===== config.mk =====
export PLATFORM = sky130hd
export DESIGN_NAME = mc_ctrl_fsm
export DESIGN_NICKNAME = d
export VERILOG_FILES = /design/src/rtl/mc_ctrl_fsm.sv
export SDC_FILE = /design/constraint.sdc
export NUM_CORES = 1
export LEC_CHECK = 0
export CAP_MARGIN = 20
export CELL_PAD_IN_SITES_DETAIL_PLACEMENT = 1
export CELL_PAD_IN_SITES_GLOBAL_PLACEMENT = 2
export CORE_ASPECT_RATIO = 0.5
export CORE_MARGIN = 1.5
export CORE_UTILIZATION = 18
export CTS_BUF_LIST = sky130_fd_sc_hd__clkbuf_4 sky130_fd_sc_hd__clkbuf_8
export DETAILED_ROUTE_END_ITERATION = 8
export MAX_ROUTING_LAYER = met4
export PLACE_DENSITY = 0.94
export RECOVER_POWER = 50
export SLEW_MARGIN = 20
export SYNTH_ARGS = -nofsm -noshare
export SYNTH_HDL_FRONTEND = slang
export SYNTH_SLANG_ARGS = --single-unit

===== constraint.sdc =====
create_clock -name clk -period 2.8 [get_ports clk]
set_input_delay 0.84 -clock clk [delete_from_list [all_inputs] [get_ports clk]]
set_output_delay 0.84 -clock clk [all_outputs]
set_load 0.02 [all_outputs]

===== src/rtl/mc_ctrl_fsm.sv =====
// rtl/mc_ctrl_fsm.sv - multicycle MIPS control FSM sequencing the PC/IR/DR/ALUOut datapath
//
// Purpose : Moore control unit for the 32-bit MIPS multicycle datapath. Decodes
//           the IR opcode/funct, steps through fetch/decode/execute/memory/
//           writeback states and drives every datapath mux and enable. Memory
//           states wait on MIO_ready; undecodable instructions pulse illegal.
//
// Ports   : clk           rising-edge system clock
//           reset         synchronous, active-high; all outputs forced to 0 while high
//           Inst[31:0]    IR contents (opcode [31:26], funct [5:0])
//           zero          ALU zero flag (branch resolved in datapath, unused here)
//           overflow      ALU signed overflow
//           MIO_ready     memory/IO ready, 0 stalls the current memory state
//           IorD, IRWrite, RegWrite, ALUSrcA, PCWrite         1-bit datapath controls
//           RegDst, MemtoReg, ALUSrcB, PCSource, Branch      2-bit datapath controls
//           ALU_operation[2:0]  010 ADD, 110 SUB, 000 AND, 001 OR, 011 XOR, 100 NOR, 111 SLT
//           MemRead, MemWrite   bus strobes
//           state[3:0]    current state code (debug)
//           illegal       one-cycle pulse in ID for an undecodable instruction
//           ovf_trap      overflow trap indication in RWB/IWB
//
// Config  : MC_CTRL_OVF_TRAP_EN - when defined, signed overflow of add/sub/addi
//           suppresses the register writeback and raises ovf_trap. When
//           undefined, ovf_trap is tied to 0 and overflow is ignored.

module mc_ctrl_fsm #(
    parameter logic [3:0] RESET_STATE = 4'd0
) (
    input  logic        clk,
    input  logic        reset,
    input  logic [31:0] Inst,
    input  logic        zero,
    input  logic        overflow,
    input  logic        MIO_ready,
    output logic        IorD,
    output logic        IRWrite,
    output logic        RegWrite,
    output logic        ALUSrcA,
    output logic        PCWrite,
    output logic [1:0]  RegDst,
    output logic [1:0]  MemtoReg,
    output logic [1:0]  ALUSrcB,
    output logic [1:0]  PCSource,
    output logic [1:0]  Branch,
    output logic [2:0]  ALU_operation,
    output logic        MemRead,
    output logic        MemWrite,
    output logic [3:0]  state,
    output logic        illegal,
    output logic        ovf_trap
);

    typedef enum logic [3:0] {
        S_IF     = 4'd0,
        S_ID     = 4'd1,
        S_MA     = 4'd2,
        S_MRD    = 4'd3,
        S_LWB    = 4'd4,
        S_MWR    = 4'd5,
        S_REX    = 4'd6,
        S_RWB    = 4'd7,
        S_BR     = 4'd8,
        S_J      = 4'd9,
        S_JAL    = 4'd10,
        S_JR     = 4'd11,
        S_IEX    = 4'd12,
        S_IWB    = 4'd13,
        S_LUI    = 4'd14,
        S_UNUSED = 4'd15
    } state_t;

    localparam logic [5:0] OP_RTYPE = 6'b000000;
    localparam logic [5:0] OP_J     = 6'b000010;
    localparam logic [5:0] OP_JAL   = 6'b000011;
    localparam logic [5:0] OP_BEQ   = 6'b000100;
    localparam logic [5:0] OP_BNE   = 6'b000101;
    localparam logic [5:0] OP_ADDI  = 6'b001000;
    localparam logic [5:0] OP_SLTI  = 6'b001010;
    localparam logic [5:0] OP_ANDI  = 6'b001100;
    localparam logic [5:0] OP_ORI   = 6'b001101;
    localparam logic [5:0] OP_XORI  = 6'b001110;
    localparam logic [5:0] OP_LUI   = 6'b001111;
    localparam logic [5:0] OP_LW    = 6'b100011;
    localparam logic [5:0] OP_SW    = 6'b101011;

    localparam logic [5:0] FN_JR    = 6'b001000;
    localparam logic [5:0] FN_ADD   = 6'b100000;
    localparam logic [5:0] FN_ADDU  = 6'b100001;
    localparam logic [5:0] FN_SUB   = 6'b100010;
    localparam logic [5:0] FN_SUBU  = 6'b100011;
    localparam logic [5:0] FN_AND   = 6'b100100;
    localparam logic [5:0] FN_OR    = 6'b100101;
    localparam logic [5:0] FN_XOR   = 6'b100110;
    localparam logic [5:0] FN_NOR   = 6'b100111;
    localparam logic [5:0] FN_SLT   = 6'b101010;

    localparam logic [2:0] ALU_AND  = 3'b000;
    localparam logic [2:0] ALU_OR   = 3'b001;
    localparam logic [2:0] ALU_ADD  = 3'b010;
    localparam logic [2:0] ALU_XOR  = 3'b011;
    localparam logic [2:0] ALU_NOR  = 3'b100;
    localparam logic [2:0] ALU_SUB  = 3'b110;
    localparam logic [2:0] ALU_SLT  = 3'b111;

    state_t     r_state;
    state_t     w_next;
    state_t     w_id_next;
    logic       w_id_illegal;
    logic [5:0] w_opcode;
    logic [5:0] w_funct;
    logic [2:0] w_rex_op;
    logic       w_rex_ok;
    logic [2:0] w_iex_op;
    logic       w_ovf_set;

    assign w_opcode = Inst[31:26];
    assign w_funct  = Inst[5:0];

    // R-type ALU operation; w_rex_ok flags a funct we know how to execute.
    always_comb begin
        w_rex_op = ALU_ADD;
        w_rex_ok = 1'b1;
        case (w_funct)
            FN_ADD, FN_ADDU: w_rex_op = ALU_ADD;
            FN_SUB, FN_SUBU: w_rex_op = ALU_SUB;
            FN_AND:          w_rex_op = ALU_AND;
            FN_OR:           w_rex_op = ALU_OR;
            FN_XOR:          w_rex_op = ALU_XOR;
            FN_NOR:          w_rex_op = ALU_NOR;
            FN_SLT:          w_rex_op = ALU_SLT;
            default:         w_rex_ok = 1'b0;
        endcase
    end

    // Immediate ALU operation for IEX/IWB.
    always_comb begin
        w_iex_op = ALU_ADD;
        case (w_opcode)
            OP_SLTI: w_iex_op = ALU_SLT;
            OP_ANDI: w_iex_op = ALU_AND;
            OP_ORI:  w_iex_op = ALU_OR;
            OP_XORI: w_iex_op = ALU_XOR;
            default: w_iex_op = ALU_ADD;
        endcase
    end

    // Instruction dispatch out of ID.
    always_comb begin
        w_id_next    = S_IF;
        w_id_illegal = 1'b0;
        case (w_opcode)
            OP_LW, OP_SW: w_id_next = S_MA;
            OP_RTYPE: begin
                if (w_funct == FN_JR) begin
                    w_id_next = S_JR;
                end else if (w_rex_ok) begin
                    w_id_next = S_REX;
                end else begin
                    w_id_illegal = 1'b1;
                end
            end
            OP_BEQ, OP_BNE: w_id_next = S_BR;
            OP_J:           w_id_next = S_J;
            OP_JAL:         w_id_next = S_JAL;
            OP_ADDI, OP_SLTI, OP_ANDI, OP_ORI, OP_XORI: w_id_next = S_IEX;
            OP_LUI:         w_id_next = S_LUI;
            default:        w_id_illegal = 1'b1;
        endcase
    end

    always_ff @(posedge clk) begin
        if (reset) begin
            r_state <= state_t'(RESET_STATE);
        end else begin
            r_state <= w_next;
        end
    end

`ifdef MC_CTRL_OVF_TRAP_EN
    logic r_ovf;
    logic w_trapable_r;

    // addu/subu never trap, only the signed forms.
    assign w_trapable_r = (w_funct == FN_ADD) || (w_funct == FN_SUB);

    always_ff @(posedge clk) begin
        if (reset) begin
            r_ovf <= 1'b0;
        end else if (r_state == S_REX) begin
            r_ovf <= overflow & w_trapable_r;
        end else if (r_state == S_IEX) begin
            r_ovf <= overflow & (w_opcode == OP_ADDI);
        end else if (w_next == S_IF) begin
            r_ovf <= 1'b0;
        end
    end

    assign w_ovf_set = r_ovf;

    logic w_unused;
    assign w_unused = &{1'b0, zero, Inst[25:6]};
`else
    assign w_ovf_set = 1'b0;

    logic w_unused;
    assign w_unused = &{1'b0, zero, overflow, Inst[25:6]};
`endif

    always_comb begin
        w_next        = S_IF;
        IorD          = 1'b0;
        IRWrite       = 1'b0;
        RegWrite      = 1'b0;
        ALUSrcA       = 1'b0;
        PCWrite       = 1'b0;
        RegDst        = 2'b00;
        MemtoReg      = 2'b00;
        ALUSrcB       = 2'b00;
        PCSource      = 2'b00;
        Branch        = 2'b00;
        ALU_operation = 3'b000;
        MemRead       = 1'b0;
        MemWrite      = 1'b0;
        illegal       = 1'b0;
        ovf_trap      = 1'b0;
        state         = r_state;

        case (r_state)
            S_IF: begin
                // IRWrite/PCWrite stay high while stalled; the datapath gates PC on ready.
                MemRead       = 1'b1;
                IRWrite       = 1'b1;
                ALUSrcB       = 2'b01;
                ALU_operation = ALU_ADD;
                PCWrite       = 1'b1;
                w_next        = MIO_ready ? S_ID : S_IF;
            end
            S_ID: begin
                // ALUOut captures the branch target speculatively.
                ALUSrcB       = 2'b11;
                ALU_operation = ALU_ADD;
                illegal       = w_id_illegal;
                w_next        = w_id_next;
            end
            S_MA: begin
                ALUSrcA       = 1'b1;
                ALUSrcB       = 2'b10;
                ALU_operation = ALU_ADD;
                if (w_opcode == OP_LW) begin
                    w_next = S_MRD;
                end else if (w_opcode == OP_SW) begin
                    w_next = S_MWR;
                end else begin
                    w_next = S_IF;
                end
            end
            S_MRD: begin
                // Address computation held so ALUOut stays valid across stalls.
                ALUSrcA       = 1'b1;
                ALUSrcB       = 2'b10;
                ALU_operation = ALU_ADD;
                IorD          = 1'b1;
                MemRead       = 1'b1;
                w_next        = MIO_ready ? S_LWB : S_MRD;
            end
            S_LWB: begin
                MemtoReg = 2'b01;
                RegWrite = 1'b1;
                w_next   = S_IF;
            end
            S_MWR: begin
                ALUSrcA       = 1'b1;
                ALUSrcB       = 2'b10;
                ALU_operation = ALU_ADD;
                IorD          = 1'b1;
                MemWrite      = 1'b1;
                w_next        = MIO_ready ? S_IF : S_MWR;
            end
            S_REX: begin
                ALUSrcA       = 1'b1;
                ALU_operation = w_rex_op;
                w_next        = S_RWB;
            end
            S_RWB: begin
                RegDst        = 2'b01;
                RegWrite      = ~w_ovf_set;
                ovf_trap      = w_ovf_set;
                ALUSrcA       = 1'b1;
                ALU_operation = w_rex_op;
                w_next        = S_IF;
            end
            S_BR: begin
                ALUSrcA       = 1'b1;
                ALU_operation = ALU_SUB;
                PCSource      = 2'b01;
                Branch        = (w_opcode == OP_BNE) ? 2'b10 : 2'b01;
                w_next        = S_IF;
            end
            S_J: begin
                PCSource = 2'b10;
                PCWrite  = 1'b1;
                w_next   = S_IF;
            end
            S_JAL: begin
                // PC still holds PC+4 here, so $ra and the jump share one edge.
                PCSource = 2'b10;
                PCWrite  = 1'b1;
                RegDst   = 2'b10;
                MemtoReg = 2'b11;
                RegWrite = 1'b1;
                w_next   = S_IF;
            end
            S_JR: begin
                // rs + $0 through the ALU yields the jump target directly.
                ALUSrcA       = 1'b1;
                ALU_operation = ALU_ADD;
                PCWrite       = 1'b1;
                w_next        = S_IF;
            end
            S_IEX: begin
                ALUSrcA       = 1'b1;
                ALUSrcB       = 2'b10;
                ALU_operation = w_iex_op;
                w_next        = S_IWB;
            end
            S_IWB: begin
                RegWrite      = ~w_ovf_set;
                ovf_trap      = w_ovf_set;
                ALUSrcA       = 1'b1;
                ALUSrcB       = 2'b10;
                ALU_operation = w_iex_op;
                w_next        = S_IF;
            end
            S_LUI: begin
                MemtoReg = 2'b10;
                RegWrite = 1'b1;
                w_next   = S_IF;
            end
            default: begin
                w_next = S_IF;
            end
        endcase

        // Reset silences every control at once so no write completes after it rises.
        if (reset) begin
            IorD          = 1'b0;
            IRWrite       = 1'b0;
            RegWrite      = 1'b0;
            ALUSrcA       = 1'b0;
            PCWrite       = 1'b0;
            RegDst        = 2'b00;
            MemtoReg      = 2'b00;
            ALUSrcB       = 2'b00;
            PCSource      = 2'b00;
            Branch        = 2'b00;
            ALU_operation = 3'b000;
            MemRead       = 1'b0;
            MemWrite      = 1'b0;
            illegal       = 1'b0;
            ovf_trap      = 1'b0;
            state         = 4'd0;
        end
    end

endmodule


==> results of run 1 <==
how the worst max path moves through the flow:
stage,endpoint,slack [ns],from
6_report,illegal,-0.14,Inst[0]
5_1_grt,illegal,-0.18,Inst[0]
4_1_cts,illegal,-0.18,Inst[2]
3_5_place_dp,ALU_operation[2],-1.02,Inst[31]
3_3_place_gp,ALU_operation[2],-0.94,Inst[31]
2_1_floorplan,Branch[0],-0.04,reset
per-layer routing:
metal	up-vias	part of all wire [%]	track usage (%)
met5	-	0	-
met4	0	2.7	7.33
met3	18	2.7	1.19
met2	45	54	36.4
met1	785	41	20.0
li1	726	-	-
power breakdown:
| part | total (uW) | leakage (uW) | internal [uW] | switching (uW) |
|---|---|---|---|---|
| clock network | 128 | 0.0000216 | 92.2 | 36.0 |
| logic | 190 | 0.000790 | 91.0 | 99.4 |
| registers | 62.0 | 0.0000330 | 58.9 | 3.07 |
through the flow:
| step | util [%] | setup slack (ns) | power, uW | TNS (ns) |
|---|---|---|---|---|
| finish | 38.5 | -0.137 | 381 | -0.160 |
| global route | 38.5 | -0.176 | 397 | -0.331 |
| CTS | 37.4 | -0.177 | 369 | -0.183 |
| detailed placement | 34.6 | -1.02 | 233 | -15.52 |
| global placement | 34.6 | -0.941 | 226 | -14.14 |
| floorplan | - | -0.0436 | 139 | -0.0436 |
synth_stat cells, drive strengths merged, types with 4 or more instances:
| cell type | count |
|---|---|
| clkbuf | 7 |
| inv | 7 |
| nand2b | 5 |
| nor3 | 11 |
| nand2 | 6 |
| nor4 | 4 |
| a21oi | 11 |
| buf | 7 |
| nor2 | 15 |
| dfxtp | 4 |
| nor2b | 7 |
| o21ai | 7 |
cell families (layout without fill, tap and decap cells):
group | Yosys count | count (layout)
AOI/OAI and AO/OA | 41 | 41
muxes | 3 | 3
and+or+nand+nor | 74 | 74
buffers and inverters | 21 | 105
other | 1 | 1
DFF | 4 | 4
xor gates and xnor gates | 5 | 5
cell type report:
| cell class | count | area, sq um | area share (%) |
|---|---|---|---|
| repair buffers | 95 | 772 | 39.7 |
| multi-input cells | 124 | 936 | 48.1 |
| well taps | 70 | 87.6 | 4.50 |
| clock buffers | 3 | 41.3 | 2.12 |
| inverters | 7 | 26.3 | 1.35 |
| flip-flops and latches | 4 | 81.3 | 4.18 |
critical path, cell delays in order:
cell and delay (ns):
buf_6 0.09, or4b_4 0.56, nor3_4 0.17, o31ai_2 0.10, and4b_1 0.20, buf_6 0.13
timing repair:
action / 4_1_cts / 5_1_grt
gates resized for setup: 126 / 31
pin swaps: 15 / 12
buffers inserted: 6 / 3
endpoints found under the setup margin: 25 / 15
cloned: 0 / 0
==> results.md, run 1 <==
- The run finished, with violations left.
- The checks that failed: setup timing.
- The first detailed-routing pass ran for 5 iterations.
- The compound-gate portion of the synthesized area is between 20% and 30%.
- The share of synthesized area occupied by flip-flops and latches is slightly above 8%.
- Summed over all layers, the global routing overflow is 0.
- Across every metal layer, demand over resource in global routing totals roughly 18%.
- The path with the worst hold slack has its endpoint at r_state[0].
- The slack of the worst reg-to-reg path is between 0.8 and 0.9 ns.
- Across the run, the number of max-cap violations was 0.
- The total DRC errors in the routed layout is 0.
- TritonCTS built the clock tree.
- In the synthesized netlist, mux cells make up 3.11% of the area.
- The post-place instance area is 0.00175 sq mm.
- The number of filler cells placed in the layout is 636.
- Hold timing on the final database bottoms out at a slack of approximately 0.79 ns.
- The fraction of layout instances using a drive strength above 1 is approximately 47%.
- The number of slew-limit violations in the final report is 0.
- The routability congestion estimate is 0.851.
- The worst IR drop on VDD is between 0.0001 and 0.00015 V.
- The number of endpoints with negative hold slack in the final report was 0.
- The largest registers in the layout are r_state: 4 flops.
- The repair_antennas step left the layout with diodes totalling 0.
- The adder-cell share of the synthesized area is 0%.
- The most common flop cell mapped by yosys is dfxtp_1.
- The number of standard cells after synthesis is between 100 and 150.
- The count of cells in the finished layout, fillers not included, comes to between 300 and 400.
- Clock skew on the completed layout was measured at approximately 0.0021 ns.
- The number of H-tree branching levels is 1.
- The share of flip-flops with an asynchronous set or reset after synthesis is 0%.
- The total die area is just under 0.006 sq mm.
- In this run the cell area of the synthesized design comes to slightly below 0.001 sq mm.
- The number of enable flip-flop cells after synthesis is 0.
- The initial core utilization is around a fifth.
- The wire length per cell is approximately 18 um.
- The clock sink count is 4.
- Port buffering added 39 buffers.
- The floorplan step set the die width to ~110 um.
- The critical path required time is around 2.0 ns.
- The setup slack of the critical path after layout is -0.137 ns.
- The total area inside the core boundary comes to ~0.0050 sq mm.
- The via count normalized by instance count is roughly 5.2.
- The number of placed cells counting well taps is ~290.
- The first global-routing pass estimated just under 8000 um of wire.
- The count of pins on the block boundary is 63.
- The number of antenna violations at the first check in global routing is 0.
- In this run, post-CTS hold repair placed 0 buffers.
- The final layout contains routed wiring with a total length of about 5500 um.
- The data arrival time of the critical path is about 2.1 ns.
- The critical path in this run is classified as primary input to output port.
- The post-synthesis share of cell area spent on xor and xnor gates is 4.53%.
- The beginning of the worst register-to-register path is r_state[1].
- The largest total area in the synthesized netlist belongs to dfxtp_1.
- Based on the critical path, the design can be clocked at up to ~0.34 GHz.
- The worst min-delay path category is register to register.
- The final net count is approximately 270.
- The register bank with the most flops is r_state.
- The clock transition time at the flip-flop clock pins of the worst setup and hold paths is roughly 0.030 ns.
- The worst hold path passes through 3 cells.
- The number of setup violations in the final report is 2.
- The synthesized flop and latch total is 4.
- The endpoint of the worst register-to-register path is r_state[2].
- Entering global routing, the biggest net connects 16 pins.
- Counting cells, the worst reg-to-reg path comes to 4.
- Summing all non-filler instances in the final layout gives an area of roughly 0.0019 sq mm.
- The share of Yosys cell area claimed by the top area cell type is 8.29%.
- The average instance area after synthesis is ~6.5 sq um.
- The final route contains 1574 vias.
- Buffers inserted during clock tree synthesis total 3.
- The synthesized netlist devotes between 40% and 50% of its cell area to simple gates.
- The peak fanout along the critical path is 2.
- The main combinational cell family by area after synthesis is simple AND/OR/NAND/NOR gates.
- Clock latency on the worst-skew pair, taken at its later pin, is 0.23 ns.
- In this run the core area contains 18 standard-cell rows.
- The category of the worst setup path capture point is an output port.
- In this run the deepest clock path goes through 2 buffers.
- The Yosys step of the flow raised 0 warnings.
- Relative to the synthesized area, the layout overhead comes to 101%.
- In this run the most critical hold path is launched from r_state[1].
- In this run, distinct cell masters in the synthesized netlist total 53.
- The time the final worst path needs with I/O delays and setup is ~3 ns.
- The clock root buffer is clkbuf_8.
- Detailed placement ended at an HPWL of between 3000 and 4000 um.
- In the layout the commonest cells are 55 x buf_4, 13 x nor2_1, 13 x dlygate4sd2_1.
- For this block, the initial DRC count from the detailed router was 95.
- Setup repair after global routing could not meet its margin everywhere.
- The most common cell after layout, fill and taps aside is buf_4.
- When the netlist entered floorplanning its net count stood at roughly 190.
- STA classifies the critical path startpoint as a primary input.
- The register with the most flip-flops in the layout has 4 of them.
- In the finished design, the share of the clock period the worst path needs comes to 105%.
- From bottom edge to top edge, the die measures roughly 55 um.
- The detail route stage leaves a number of antenna-violating nets equal to 0.
- The leakage power total is approximately 0.00084 uW.
- The number of global-route vias before repair is 1601.
- After synthesis, the cell types taking the most area are dfxtp_1 8.3%, nor2_1 5.8%, a21oi_1 5.7%.
- The power density relative to cell area is just under 200 mW/mm^2.
No activity file was read; power rests on OpenSTA's default activity.
==> run 2, diff against run 1 <==
--- a/config.mk
+++ b/config.mk
@@ -10,11 +10,12 @@
 export CELL_PAD_IN_SITES_GLOBAL_PLACEMENT = 2
 export CORE_ASPECT_RATIO = 0.5
 export CORE_MARGIN = 1.5
-export CORE_UTILIZATION = 18
+export CORE_UTILIZATION = 19
 export CTS_BUF_LIST = sky130_fd_sc_hd__clkbuf_4 sky130_fd_sc_hd__clkbuf_8
+export CTS_CLUSTER_SIZE = 8
 export DETAILED_ROUTE_END_ITERATION = 8
 export MAX_ROUTING_LAYER = met4
-export PLACE_DENSITY = 0.94
+export PLACE_DENSITY = 0.95
 export RECOVER_POWER = 50
 export SLEW_MARGIN = 20
 export SYNTH_ARGS = -nofsm -noshare
==> constraint.sdc (replaced) <==
create_clock -name clk -period 3.7 [get_ports clk]
set_input_delay 1.11 -clock clk [delete_from_list [all_inputs] [get_ports clk]]
set_output_delay 1.11 -clock clk [all_outputs]
set_load 0.02 [all_outputs]
==> run 2 against run 1 <==
Critical path type unchanged; cell count is 5.9% lower; setup slack improved by 0.22 ns; non-clock buffer count fell by 18; the run now ends clean; highest routed layer unchanged; total power down 32%; largest power group unchanged; largest cell class unchanged; final area shrank 13%.
==> results.md, run 2 (synthesis results as in run 1) <==
- The setup slack of the critical path after layout is between 0.07 and 0.08 ns.
- The die covers 0.00555 sq mm.
- Across the VDD grid, the largest voltage drop is roughly 0.000077 V.
- The antenna diode instance count is 0.
- The slack of the worst reg-to-reg path is between 1.5 and 2 ns.
- The post-route met1 wirelength is between 1500 and 2000 um.
- The root buffer cell chosen for the clock tree is clkbuf_8.
- The share of the clock period used by the worst path is 97.9%.
- Wires add up to 4560 um.
- The die is 104 um wide.
- The wire length of the first global-routing pass is 6770 um.
- STA classifies the critical path endpoint as an output port.
- The library cells used most frequently in the layout, excluding fill and tap cells, are 33 x buf_4, 15 x nor2_1, 15 x dlygate4sd2_1.
- The layout overhead on the synthesized area is 75.4%.
- The critical path required time is about 2.6 ns.
- The power density relative to cell area is 153 mW/mm^2.
- The number of slew-limit violations in the final report was 0.
- The largest registers in the layout are r_state: 4 flops.
- The max-cap check violation count is 0.
- The number of setup violations in the final report is 0.
- Across every metal layer, demand over resource in global routing totals 15.7%.
- The total number of placement rows is 18.
- The worst hold path belongs to the class register to register.
- Headroom to the max-slew limit came out at 62.5%.
- The count of input and output buffers is 39.
- In the detailed route, the total length drawn on met2 is between 2000 and 2500 um.
- The flip-flop count of the largest register, all copies and words added is 4.
- The wire length per cell is 16.0 um.
- After detailed routing, no signal wire sits above met4.
- The library cell used most frequently in the layout, excluding fill and tap cells, is buf_4.
- The count of pins on the block boundary is between 60 and 70.
- TritonCTS built the clock tree.
- The first detailed-routing pass took 4 iterations.
- The transition time of the tightest slew-check pin is between 0.5 and 0.6 ns.
- Clock tree synthesis inserted a total of 3 buffers.
- The routed design uses 118 um of met3 wire.
- The final HPWL from detailed placement is approximately 3300 um.
- The number of filler cells placed in the layout is approximately 640.
- The setup clock skew after layout is approximately 0.00087 ns.
- The final route contains ~1500 vias.
- The number of global-route vias before repair was around 1400.
- CTS built an H-tree with a depth of 1.
- The total overflow left after global routing is 0.
- The number of violations reported at the end of detailed-routing iteration 0 is 71.
- Entering global routing, the biggest net connects 18 pins.
- The maximum frequency from static timing analysis is roughly 0.28 GHz.
- The register bank with the most flops is r_state.
- The final net count is approximately 250.
- The type of the setup path with the least slack is primary input to output port.
- After detailed routing, the number of remaining DRC violations is 0.
- The clock transition time at the flip-flop clock pins of the worst setup and hold paths is about 0.03 ns.
- The peak fanout along the critical path is 4.
- For the worst setup path, the data arrival time is 2.51 ns.
- The clock period could shrink to ~3.6 ns.
- The leakage power total is between 0.0007 and 0.0008 uW.
- For this design, the CTS-stage hold fixing added 0 buffers.
- Once the floorplan was initialized, standard cells occupied around a fifth of the core.
- The number of endpoints with negative hold slack in the final report is 0.
- The largest buffer count on any clock path is 2.
- The design draws around 260 uW.
- The die is roughly 53 um tall.
- In the routed layout, each cell is associated on average with a via count of about 5.
- The fraction of layout instances using a drive strength above 1 is ~28%.
- The total negative setup slack is 0 ns.
- The run finished with clean final reports.
- The routability congestion estimate is between 0.8 and 0.9.
- Clock tree synthesis found a total of 4 sinks.
- The number of antenna violations at the first check in global routing is 0.
- Before CTS, the worst setup slack after placement is -0.609 ns.
- The count of nets left with antenna violations after detail routing is 0.
- STA classifies the critical path startpoint as a primary input.
- The clock reaches the later pin of the worst-skew pair after 0.21 ns.
- The core region is about 0.0049 sq mm.
## run 2: final cells by class
| cell class | count | area [sq um] | area share [%] |
|---|---|---|---|
| multi-input combinational | 124 | 837 | 49.4 |
| inverter | 7 | 26.3 | 1.55 |
| tap | 70 | 87.6 | 5.17 |
| sequential | 4 | 80.1 | 4.73 |
| timing repair buffer | 77 | 622 | 36.7 |
| clock buffer | 3 | 41.3 | 2.44 |
## run 2: critical path, stage by stage
cell and delay [ns]:
dlygate4sd2_1 0.24, buf_4 0.14, or2b_1 0.24, a31oi_1 0.21, o21ai_0 0.15, a21oi_1 0.16, clkbuf_1 0.25
## run 2: metrics by stage
step	instances	cell area [sq um]	hold WS, ns	utilization, %
after global placement	277	1620	0.781	33.0
after floorplan	149	966	0.662	-
after global routing	285	1690	0.863	34.5
after CTS	281	1660	0.804	33.8
after detailed placement	277	1620	0.805	33.0
final	285	1690	0.809	34.5
## run 2: final timing paths
check / from / endpoint / cells past startpoint
setup / recovery: Inst[0] / ALU_operation[1] / 7
hold / removal: r_state[3] / r_state[0] / 3
setup reg to reg: r_state[1] / r_state[2] / 4
hold reg to reg: r_state[3] / r_state[0] / 3
## run 2: metal layers
metal,vias to the layer above,track usage [%]
met4,0,5.09
met5,-,-
met1,720,19.1
met3,12,0.985
li1,685,-
met2,40,28.9
## run 2: what timing repair did
| item | CTS | global route |
|---|---|---|
| buffers inserted | 1 | 4 |
| resized for setup | 52 | 26 |
| endpoints found under the setup margin | 22 | 10 |
| pin swaps | 6 | 4 |
## run 2: power breakdown
part / switching [uW] / total (uW) / leakage, uW / internal [uW]
registers: 2.97 / 47.6 / 0.0000325 / 44.6
clock network: 20.8 / 90.0 / 0.0000216 / 69.2
logic: 64.3 / 122 / 0.000680 / 57.8
